File: config.mk
export PLATFORM = sky130hd
export DESIGN_NAME = backlight_fader
export DESIGN_NICKNAME = d
export VERILOG_FILES = /design/src/rtl/backlight_fader.sv
export SDC_FILE = /design/constraint.sdc
export NUM_CORES = 1
export LEC_CHECK = 0
export CAP_MARGIN = 20
export CORE_UTILIZATION = 50
export CTS_BUF_LIST = sky130_fd_sc_hd__clkbuf_16
export DETAILED_ROUTE_END_ITERATION = 10
export GPL_TIMING_DRIVEN = 0
export PLACE_DENSITY = 0.71
export REMOVE_ABC_BUFFERS = 1
export SKIP_CTS_REPAIR_TIMING = 1
export SYNTH_ARGS = -nofsm -noshare
export SYNTH_HDL_FRONTEND = slang
export SYNTH_SLANG_ARGS = --single-unit
export TNS_END_PERCENT = 20
File: constraint.sdc
create_clock -name clk -period 10.8 [get_ports clk]
set_clock_uncertainty 0.2 [all_clocks]
set_input_delay 1.62 -clock clk [delete_from_list [all_inputs] [get_ports clk]]
set_output_delay 1.62 -clock clk [all_outputs]
set_load 0.01 [all_outputs]
File: src/rtl/backlight_fader.sv
// backlight_fader: brightness ramp generator feeding the 8-bit duty input of
// the backlight PWM stage. A target level is accepted over a valid/ready
// handshake; the internal level then moves toward it by STEP once every
// PRESCALE clocks and is presented one cycle later as a registered duty word.
//
// Configuration macro: BL_GAMMA_EN
//   defined   : duty = (level*level + 255) >> 8 (square-law perceptual curve)
//   undefined : duty = level (no multiplier)
//
// Ports
//   clk            in   system clock
//   rst_n          in   asynchronous active-low reset
//   target_i       in   [7:0] requested brightness level
//   target_valid_i in   target_i is valid this cycle
//   target_ready_o out  fader can accept a target (IDLE only)
//   level_o        out  [7:0] current linear brightness level
//   duty_o         out  [7:0] duty word to the PWM stage, one cycle after level
//   busy_o         out  high while ramping
//   done_o         out  one-cycle pulse when level reaches the target
module backlight_fader #(
    parameter int unsigned PRESCALE    = 1000,
    parameter int unsigned STEP        = 1,
    parameter logic [7:0]  RESET_LEVEL = 8'd0
) (
    input  logic       clk,
    input  logic       rst_n,
    input  logic [7:0] target_i,
    input  logic       target_valid_i,
    output logic       target_ready_o,
    output logic [7:0] level_o,
    output logic [7:0] duty_o,
    output logic       busy_o,
    output logic       done_o
);

    localparam int unsigned LVL_W = 8;
    localparam int unsigned CNT_W = 16;
    localparam logic [CNT_W-1:0] TICK_LAST = CNT_W'(PRESCALE - 1);
    localparam logic [LVL_W:0]   STEP_X    = (LVL_W + 1)'(STEP);

    typedef enum logic {
        IDLE = 1'b0,
        RAMP = 1'b1
    } state_e;

    state_e           state_q;
    logic [LVL_W-1:0] level_q;
    logic [LVL_W-1:0] tgt_q;
    logic [LVL_W-1:0] duty_q;
    logic [CNT_W-1:0] tick_q;
    logic             done_q;

    logic [LVL_W:0]   up_c;
    logic [LVL_W:0]   dn_c;
    logic [LVL_W-1:0] level_d;

    // Level-to-duty transfer curve.
    function automatic logic [LVL_W-1:0] shape(input logic [LVL_W-1:0] x);
`ifdef BL_GAMMA_EN
        // 255*255 + 255 = 65280 still fits in 16 bits.
        return LVL_W'((16'(x) * 16'(x) + 16'd255) >> 8);
`else
        return x;
`endif
    endfunction

    // Next level on a tick: 9-bit sum/difference, clamped at the target so the
    // level can never overshoot or wrap past 0/255.
    always_comb begin
        up_c    = {1'b0, level_q} + STEP_X;
        dn_c    = {1'b0, level_q} - STEP_X;
        level_d = tgt_q;
        if (level_q < tgt_q) begin
            if (up_c < {1'b0, tgt_q}) begin
                level_d = up_c[LVL_W-1:0];
            end
        end else if (level_q > tgt_q) begin
            // dn_c[8] set means the subtraction borrowed below zero.
            if (!dn_c[LVL_W] && (dn_c[LVL_W-1:0] > tgt_q)) begin
                level_d = dn_c[LVL_W-1:0];
            end
        end
    end

    // Handshake, ramp FSM, tick counter and registered outputs.
    always_ff @(posedge clk or negedge rst_n) begin
        if (!rst_n) begin
            state_q <= IDLE;
            level_q <= RESET_LEVEL;
            tgt_q   <= RESET_LEVEL;
            duty_q  <= shape(RESET_LEVEL);
            tick_q  <= '0;
            done_q  <= 1'b0;
        end else begin
            done_q <= 1'b0;
            duty_q <= shape(level_q);
            case (state_q)
                IDLE: begin
                    if (target_valid_i && target_ready_o) begin
                        tgt_q <= target_i;
                        if (target_i != level_q) begin
                            state_q <= RAMP;
                            tick_q  <= '0;
                        end else begin
                            done_q <= 1'b1;
                        end
                    end
                end
                RAMP: begin
                    if (tick_q == TICK_LAST) begin
                        tick_q  <= '0;
                        level_q <= level_d;
                        // Landing step returns to IDLE on the same edge.
                        if (level_d == tgt_q) begin
                            state_q <= IDLE;
                            done_q  <= 1'b1;
                        end
                    end else begin
                        tick_q <= tick_q + CNT_W'(1);
                    end
                end
                default: state_q <= IDLE;
            endcase
        end
    end

    assign target_ready_o = (state_q == IDLE);
    assign busy_o         = (state_q == RAMP);
    assign level_o        = level_q;
    assign duty_o         = duty_q;
    assign done_o         = done_q;

endmodule
==> results.tsv, run 1 <==
stage	metric	value	unit
status	status	complete, no violations	
logic_synthesis	synthFlopType	dfrtp_1	
worst_hold_path	worstHoldStart	tick_q[15]$_DFFE_PN0P_	
placed_design	place_inst	439	
final_layout	final_cells	448	
logic_synthesis	syn_area	3110	µm²
worst_setup_path	crit_start	level_o[0]$_DFFE_PN0P_	
floorplanning	num_rows	28	
floorplanning	pin_count	30	
clocking	cts.sinks	42	
final_layout	fill_cells	552	
worst_setup_path	cp-end-kind	flop	
routing	dr.first_iter.drc_count	248	
timing	finalHoldViolations	0	
timing	setup_viol	0	
placed_design	dpl.hpwl	5530	µm
logic_synthesis	synth-edff-count	0	
logic_synthesis	syn_inst	350	
floorplanning	start_util	0.523	
routing	postRouteAntennaNets	0	
worst_setup_path	cp.arrival	4.00	ns
global_routing	grt_pass1_vias	2470	
final_layout	multi_input_area	1920	µm²
logic_synthesis	synth_area_leaders	dfrtp_1 (34%), ha_1 (10%), xor2_1 (5.3%)	
timing	worst_pin_slew	1.02	ns
floorplanning	dieWidth	80.9	µm
clocking	clockRootBuffer	clkbuf_16	
global_routing	grt_max_degree	32	
flow_run	cap_violations	0	
worst_setup_path	cp_max_fo	11	
worst_setup_path	required	10.74	ns
placed_design	globalplace.congestion	0.926	
timing	fin_crit_sh	0.376	
global_routing	grt-ovfl-total	0	
routing	viasPerCell	6.12	
clocking	clk_pin_slew	0.06	ns
clocking	cts_tree	built	
worst_setup_path	r2r-start	level_o[0]$_DFFE_PN0P_	
final_layout	syn_to_final_growth	14.8	%
power	powerDensity	121	nW/µm²
routing	dr_total_vias	2743	
routing	wirelength	7670	µm
timing	slew_viol_final	0	
logic_synthesis	yosysUniqueCellTypes	55	
worst_setup_path	path_class	flop to flop	
worst_hold_path	hold_class	flop to flop	
logic_synthesis	synth_top_area_cell	dfrtp_1	
clocking	clockBufferDepth	2	
worst_setup_path	ff2ff_path_depth	12	
global_routing	grt_pass1_wl	12600	µm
clocking	cts_buffers	5	
placed_design	port_buffers	29	
routing	wire_per_inst	17.1	µm
clocking	htreeDepth	2	
logic_synthesis	seq_area_frac_synth	0.338	
worst_hold_path	hold_depth	1	
logic_synthesis	synth_area_per_cell	8.89	µm²
worst_setup_path	worstSetupStartpointType	flop	
power	irDropWorstVdd	92.5	µV
logic_synthesis	synth.most_common_cell	dfrtp_1	
logic_synthesis	synth.top_cells.by_count	dfrtp_1 (42), nand2_1 (30), o21ai_0 (30)	
timing	max-slew-margin-rel	0.314	
timing	min_period	4.06	ns
timing	tns	0	ns
power	p_leak	1.54	nW
final_layout	diodes	0	
final_layout	regArea	1050	µm²
global_routing	antenna_found_initial	0	
timing	rsz0062_at_grt	false	
logic_synthesis	synth-seq-cells	42	
floorplanning	core_area	5960	µm²
final_layout	layout.nets	410	
routing	dr.pass1.iters	4	
logic_synthesis	synth_top_area_frac	0.338	
global_routing	track_usage	0.256	
routing	drc	0	
logic_synthesis	yosysWarnings	0	
floorplanning	dieArea	6550	µm²
floorplanning	die_height	80.9	µm
clocking	clk-insertion-delay-late	0.28	ns
timing	fmax	246	MHz
final_layout	drive_above_1_share	0.0590	
logic_synthesis	synthArstFlopShare	1.00	
==> critical path: stages (launching register included) <==
cell	delay (ns)
dfrtp_1	0.53
inv_1	0.19
ha_1	0.19
or3b_1	0.43
nor3_4	0.27
xor2_1	0.23
ha_1	0.29
nand4_1	0.14
nor3_1	0.06
a221oi_1	0.35
nand3_1	0.43
a41oi_1	0.45
o31ai_1	0.16
==> cells in the final DEF (no fill, tap or decap), types with 3 or more instances in the layout <==
| master | instances |
|---|---|
| o221ai_1 | 3 |
| clkdlybuf4s50_1 | 28 |
| o21ai_1 | 4 |
| a41oi_1 | 4 |
| nor4_1 | 6 |
| nand2_1 | 30 |
| clkbuf_16 | 5 |
| xnor2_1 | 15 |
| a31oi_1 | 5 |
| dfrtp_1 | 42 |
| o31ai_1 | 7 |
| nor2b_1 | 3 |
| xor2_1 | 19 |
| and3_1 | 7 |
| ha_1 | 26 |
| nand3_1 | 20 |
| a21oi_1 | 13 |
| nor2_1 | 20 |
| nand4_1 | 9 |
| and2_1 | 4 |
| a21o_1 | 3 |
| a221oi_1 | 5 |
| o21ai_0 | 30 |
| nor3_1 | 7 |
| inv_1 | 17 |
==> final timing paths <==
kind                                               end  slack, ns
worst min register to register  tick_q[15]$_DFFE_PN0P_       0.30
max in group asynchronous          duty_o[7]$_DFF_PN0_       8.94
min in group asynchronous        tick_q[0]$_DFFE_PN0P_       1.01
worst max-delay path                  done_o$_DFF_PN0_       6.74
worst min-delay path            tick_q[15]$_DFFE_PN0P_       0.30
worst max register to register        done_o$_DFF_PN0_       6.74
==> sequential cells by signal, indices dropped and copies added (netlist names) <==
name and cells:
duty_o 8, tick_q 16, done_o 1, tgt_q 8, busy_o 1, level_o 8
==> layer usage <==
metal,GRT usage,part of all wire
met1,0.386,0.49
met4,0.0696,0.0098
met5,0,0
met2,0.372,0.43
met3,0.0449,0.070
==> power by group <==
group          total [mW]  internal, mW  leakage [nW]  switching [mW]
Sequential          0.203         0.177         0.547          0.0266
Combinational      0.0894        0.0405         0.918          0.0489
Clock               0.139        0.0826        0.0723          0.0565
Total               0.432         0.300          1.54           0.132
==> kinds of logic after synthesis <==
kind of cell	after synthesis	synth area share
adders and majority gates	26	0.105
AOI/OAI and AO/OA	91	0.194
DFF	42	0.338
buffers and inverters	31	0.0454
xor gates and xnor gates	34	0.0957
muxes	2	0.00683
and+or+nand+nor	124	0.216
==> area by class of cell <==
cell class,count,area share
sequential,42,0.294
inverter,15,0.0158
multi-input combinational,277,0.537
tap,75,0.0263
clock buffer,5,0.0350
clock inverter,2,0.00210
timing repair buffer,32,0.0896
==> per-stage QoR <==
step	hold slack, ns	instance area, µm²	power, mW	setup slack, ns	util
2_1_floorplan	0.236	3030	0.263	7.46	-
3_3_place_gp	0.283	3410	0.289	6.52	0.573
3_5_place_dp	0.280	3430	0.294	6.49	0.575
4_1_cts	0.291	3560	0.434	6.77	0.598
5_1_grt	0.308	3570	0.457	6.56	0.600
6_report	0.299	3570	0.432	6.74	0.600
No activity file was read; power rests on OpenSTA's default activity.
==> run 2, diff against run 1 <==
==> constraint.sdc (replaced) <==
create_clock -name clk -period 3.8 [get_ports clk]
set_clock_uncertainty 0.2 [all_clocks]
set_input_delay 0.57 -clock clk [delete_from_list [all_inputs] [get_ports clk]]
set_output_delay 0.57 -clock clk [all_outputs]
set_load 0.01 [all_outputs]
==> run 2 against run 1 <==
  * Final cell count rose by 1.1%
  * Die area is the same
  * Clock-buffer cell count did not move
  * Global-route usage did not move
  * Sequential share of layout area decreased by 0.52 points
  * Design area up 1.9%
  * Sequential cell count unchanged
  * Fmax up 12%
  * Combinational power increased to 2.9 times the previous value
  * Core utilization increased by 1.2 points
  * Register-to-register slack got worse by 6.6 ns
  * Largest power group unchanged
==> results.tsv, run 2 (synthesis results as in run 1) <==
stage	metric	value	unit	change
status	status	complete, no violations		unchanged
final_layout	syn_to_final_growth	17.0	%	was 14.8%
placed_design	port_buffers	29		unchanged
timing	fmax	275	MHz	was 246 MHz
worst_setup_path	cp-end-kind	flop		unchanged
global_routing	grt-ovfl-total	0		unchanged
routing	met1_length	3930	µm	was 3770 µm
floorplanning	core_area	5960	µm²	unchanged
timing	hold_ws	0.296	ns	was 0.299 ns
clocking	clk_pin_slew	0.06	ns	about the same
routing	wl_met3	461	µm	was 538 µm
timing	finalHoldViolations	0		unchanged
timing	min_period	3.64	ns	was 4.06 ns
clocking	cts_tree	built		unchanged
worst_setup_path	slowest_delay	0.50	ns	was 0.53 ns
worst_setup_path	path_class	flop to flop		unchanged
timing	worst_pin_slew	0.720	ns	was 1.02 ns
final_layout	drive_above_1_share	0.0847		was 0.0590
final_layout	largest_register	tick_q		unchanged
final_layout	final_cells	453		was 448
worst_setup_path	required	3.75	ns	was 10.74 ns
timing	rsz0062_at_grt	false		unchanged
floorplanning	pin_count	30		unchanged
global_routing	grt_pass1_wl	12600	µm	unchanged
timing	slew_viol_final	0		unchanged
routing	drc	0		unchanged
final_layout	final_common_cell	dfrtp_1		unchanged
final_layout	most-common-layout-cells	dfrtp_1 (41), nand2_1 (30), o21ai_0 (30)		was dfrtp_1 (42), nand2_1 (30), o21ai_0 (30)
clocking	clockRootBuffer	clkbuf_16		unchanged
global_routing	antenna_found_initial	0		unchanged
floorplanning	num_rows	28		unchanged
clocking	cts_buffers	5		unchanged
routing	wirelength	7840	µm	was 7670 µm
placed_design	dpl.hpwl	5530	µm	unchanged
timing	max-slew-margin-rel	0.520		was 0.314
routing	dr.first_iter.drc_count	310		was 248
global_routing	track_usage	0.256		unchanged
power	power	1.23	mW	was 0.432 mW
clocking	htreeDepth	2		unchanged
power	irDropWorstVdd	263	µV	was 92.5 µV
routing	wire_per_inst	17.3	µm	was 17.1 µm
worst_setup_path	cp_max_fo	11		unchanged
flow_run	cap_violations	0		unchanged
routing	postRouteAntennaNets	0		unchanged
worst_setup_path	worstPathCellList	inv_1 -> ha_1 -> or3b_1 -> nor3_4 -> xor2_1 -> ha_1 -> a21oi_1 -> nand2_1 -> a211o_1 -> and3_4 -> a221oi_1 -> a21oi_1		was inv_1 -> ha_1 -> or3b_1 -> nor3_4 -> xor2_1 -> ha_1 -> nand4_1 -> nor3_1 -> a221oi_1 -> nand3_1 -> a41oi_1 -> o31ai_1
routing	dr_total_vias	2786		was 2,743
worst_setup_path	reg2reg_slack	0.16	ns	was 6.74 ns
power	p_leak	1.56	nW	was 1.54 nW
final_layout	diodes	0		unchanged
worst_setup_path	reg2reg_to	level_o[2]$_DFFE_PN0P_		was done_o$_DFF_PN0_
power	powerDensity	338	nW/µm²	was 121 nW/µm²
floorplanning	start_util	0.523		unchanged
worst_setup_path	ff2ff_path_depth	12		unchanged
clocking	clk-insertion-delay-late	0.28	ns	about the same
final_layout	layout.nets	415		was 410
worst_setup_path	cp.arrival	3.59	ns	was 4.00 ns
floorplanning	die_height	80.9	µm	unchanged
clocking	clockBufferDepth	2		unchanged
timing	setup_viol	0		unchanged
placed_design	place_inst	439		unchanged
worst_setup_path	critPathSlowestCell	dfrtp_2		was dfrtp_1
routing	top_layer_used	met4		unchanged
worst_setup_path	crit_start	level_o[0]$_DFFE_PN0P_		unchanged
worst_hold_path	hold_class	flop to flop		unchanged
final_layout	final_core_util	0.612		was 0.600
routing	dr.pass1.iters	5		was 4
floorplanning	dieWidth	80.9	µm	unchanged
worst_setup_path	crit_path_end	level_o[2]$_DFFE_PN0P_		was done_o$_DFF_PN0_
routing	wl_met2	3370	µm	was 3290 µm
final_layout	largest_reg_flops	16		unchanged
global_routing	grt_pass1_vias	2470		unchanged
routing	viasPerCell	6.15		was 6.12
timing	fin_crit_sh	0.957		was 0.376
placed_design	globalplace.congestion	0.926		unchanged
worst_setup_path	worstSetupStartpointType	flop		unchanged
floorplanning	dieArea	6550	µm²	unchanged
worst_setup_path	r2r-start	level_o[0]$_DFFE_PN0P_		unchanged
global_routing	grt_max_degree	32		unchanged
clocking	cts.sinks	42		unchanged
## run 2: cell count changes in the layout (fill, tap and decap cells not counted), sizes merged
cell,previous run,this run
dlygate4sd3,0,1
buf,4,8
## run 2: cell type report
class                      instances  area [µm²]
inverter                          15        56.3
timing repair buffer              37         360
sequential                        42        1050
fill                             541        2310
clock buffer                       5         125
clock inverter                     2        7.51
multi-input combinational        277        1950
tap                               75        93.8
## run 2: layer usage
| metal | GRT usage | up-vias |
|---|---|---|
| met5 | 0 | - |
| met4 | 0.0696 | 0 |
| met3 | 0.0449 | 7 |
| met2 | 0.372 | 102 |
| met1 | 0.386 | 1325 |
| li1 | - | 1352 |
## run 2: worst min-delay path by stage
stage,startpoint,to,slack (ns),cells past startpoint
2_1_floorplan,rst_n,busy_o$_DFF_PN0_,0.07,0
3_3_place_gp,tick_q[15]$_DFFE_PN0P_,tick_q[15]$_DFFE_PN0P_,0.28,1
3_5_place_dp,rst_n,tick_q[0]$_DFFE_PN0P_,0.27,1
4_1_cts,rst_n,tick_q[0]$_DFFE_PN0P_,-0.03,1
5_1_grt,tick_q[15]$_DFFE_PN0P_,tick_q[15]$_DFFE_PN0P_,0.31,1
6_report,tick_q[15]$_DFFE_PN0P_,tick_q[15]$_DFFE_PN0P_,0.30,1
## run 2: critical path: cells and delay by family, from the launching register on
family | cells | cell delay, ns
and+or+nand+nor | 4 | 0.98
AOI/OAI and AO/OA | 4 | 0.97
DFF | 1 | 0.50
adders and majority gates | 2 | 0.48
xor gates and xnor gates | 1 | 0.22
buffers and inverters | 1 | 0.15
## run 2: report_power, final
group	switching (mW)	total (mW)	internal, mW
clock network	0.161	0.396	0.235
registers	0.0758	0.578	0.503
logic	0.142	0.258	0.116
total	0.379	1.23	0.854
## run 2: through the flow
stage	setup TNS, ns	setup WS, ns	cell area [µm²]
final	0	0.163	3640
after detailed placement	-0.353	-0.183	3430
after global placement	-0.278	-0.164	3410
after CTS	-0.478	-0.226	3560
after global routing	0	0.00243	3640
after floorplan	0	0.462	3030
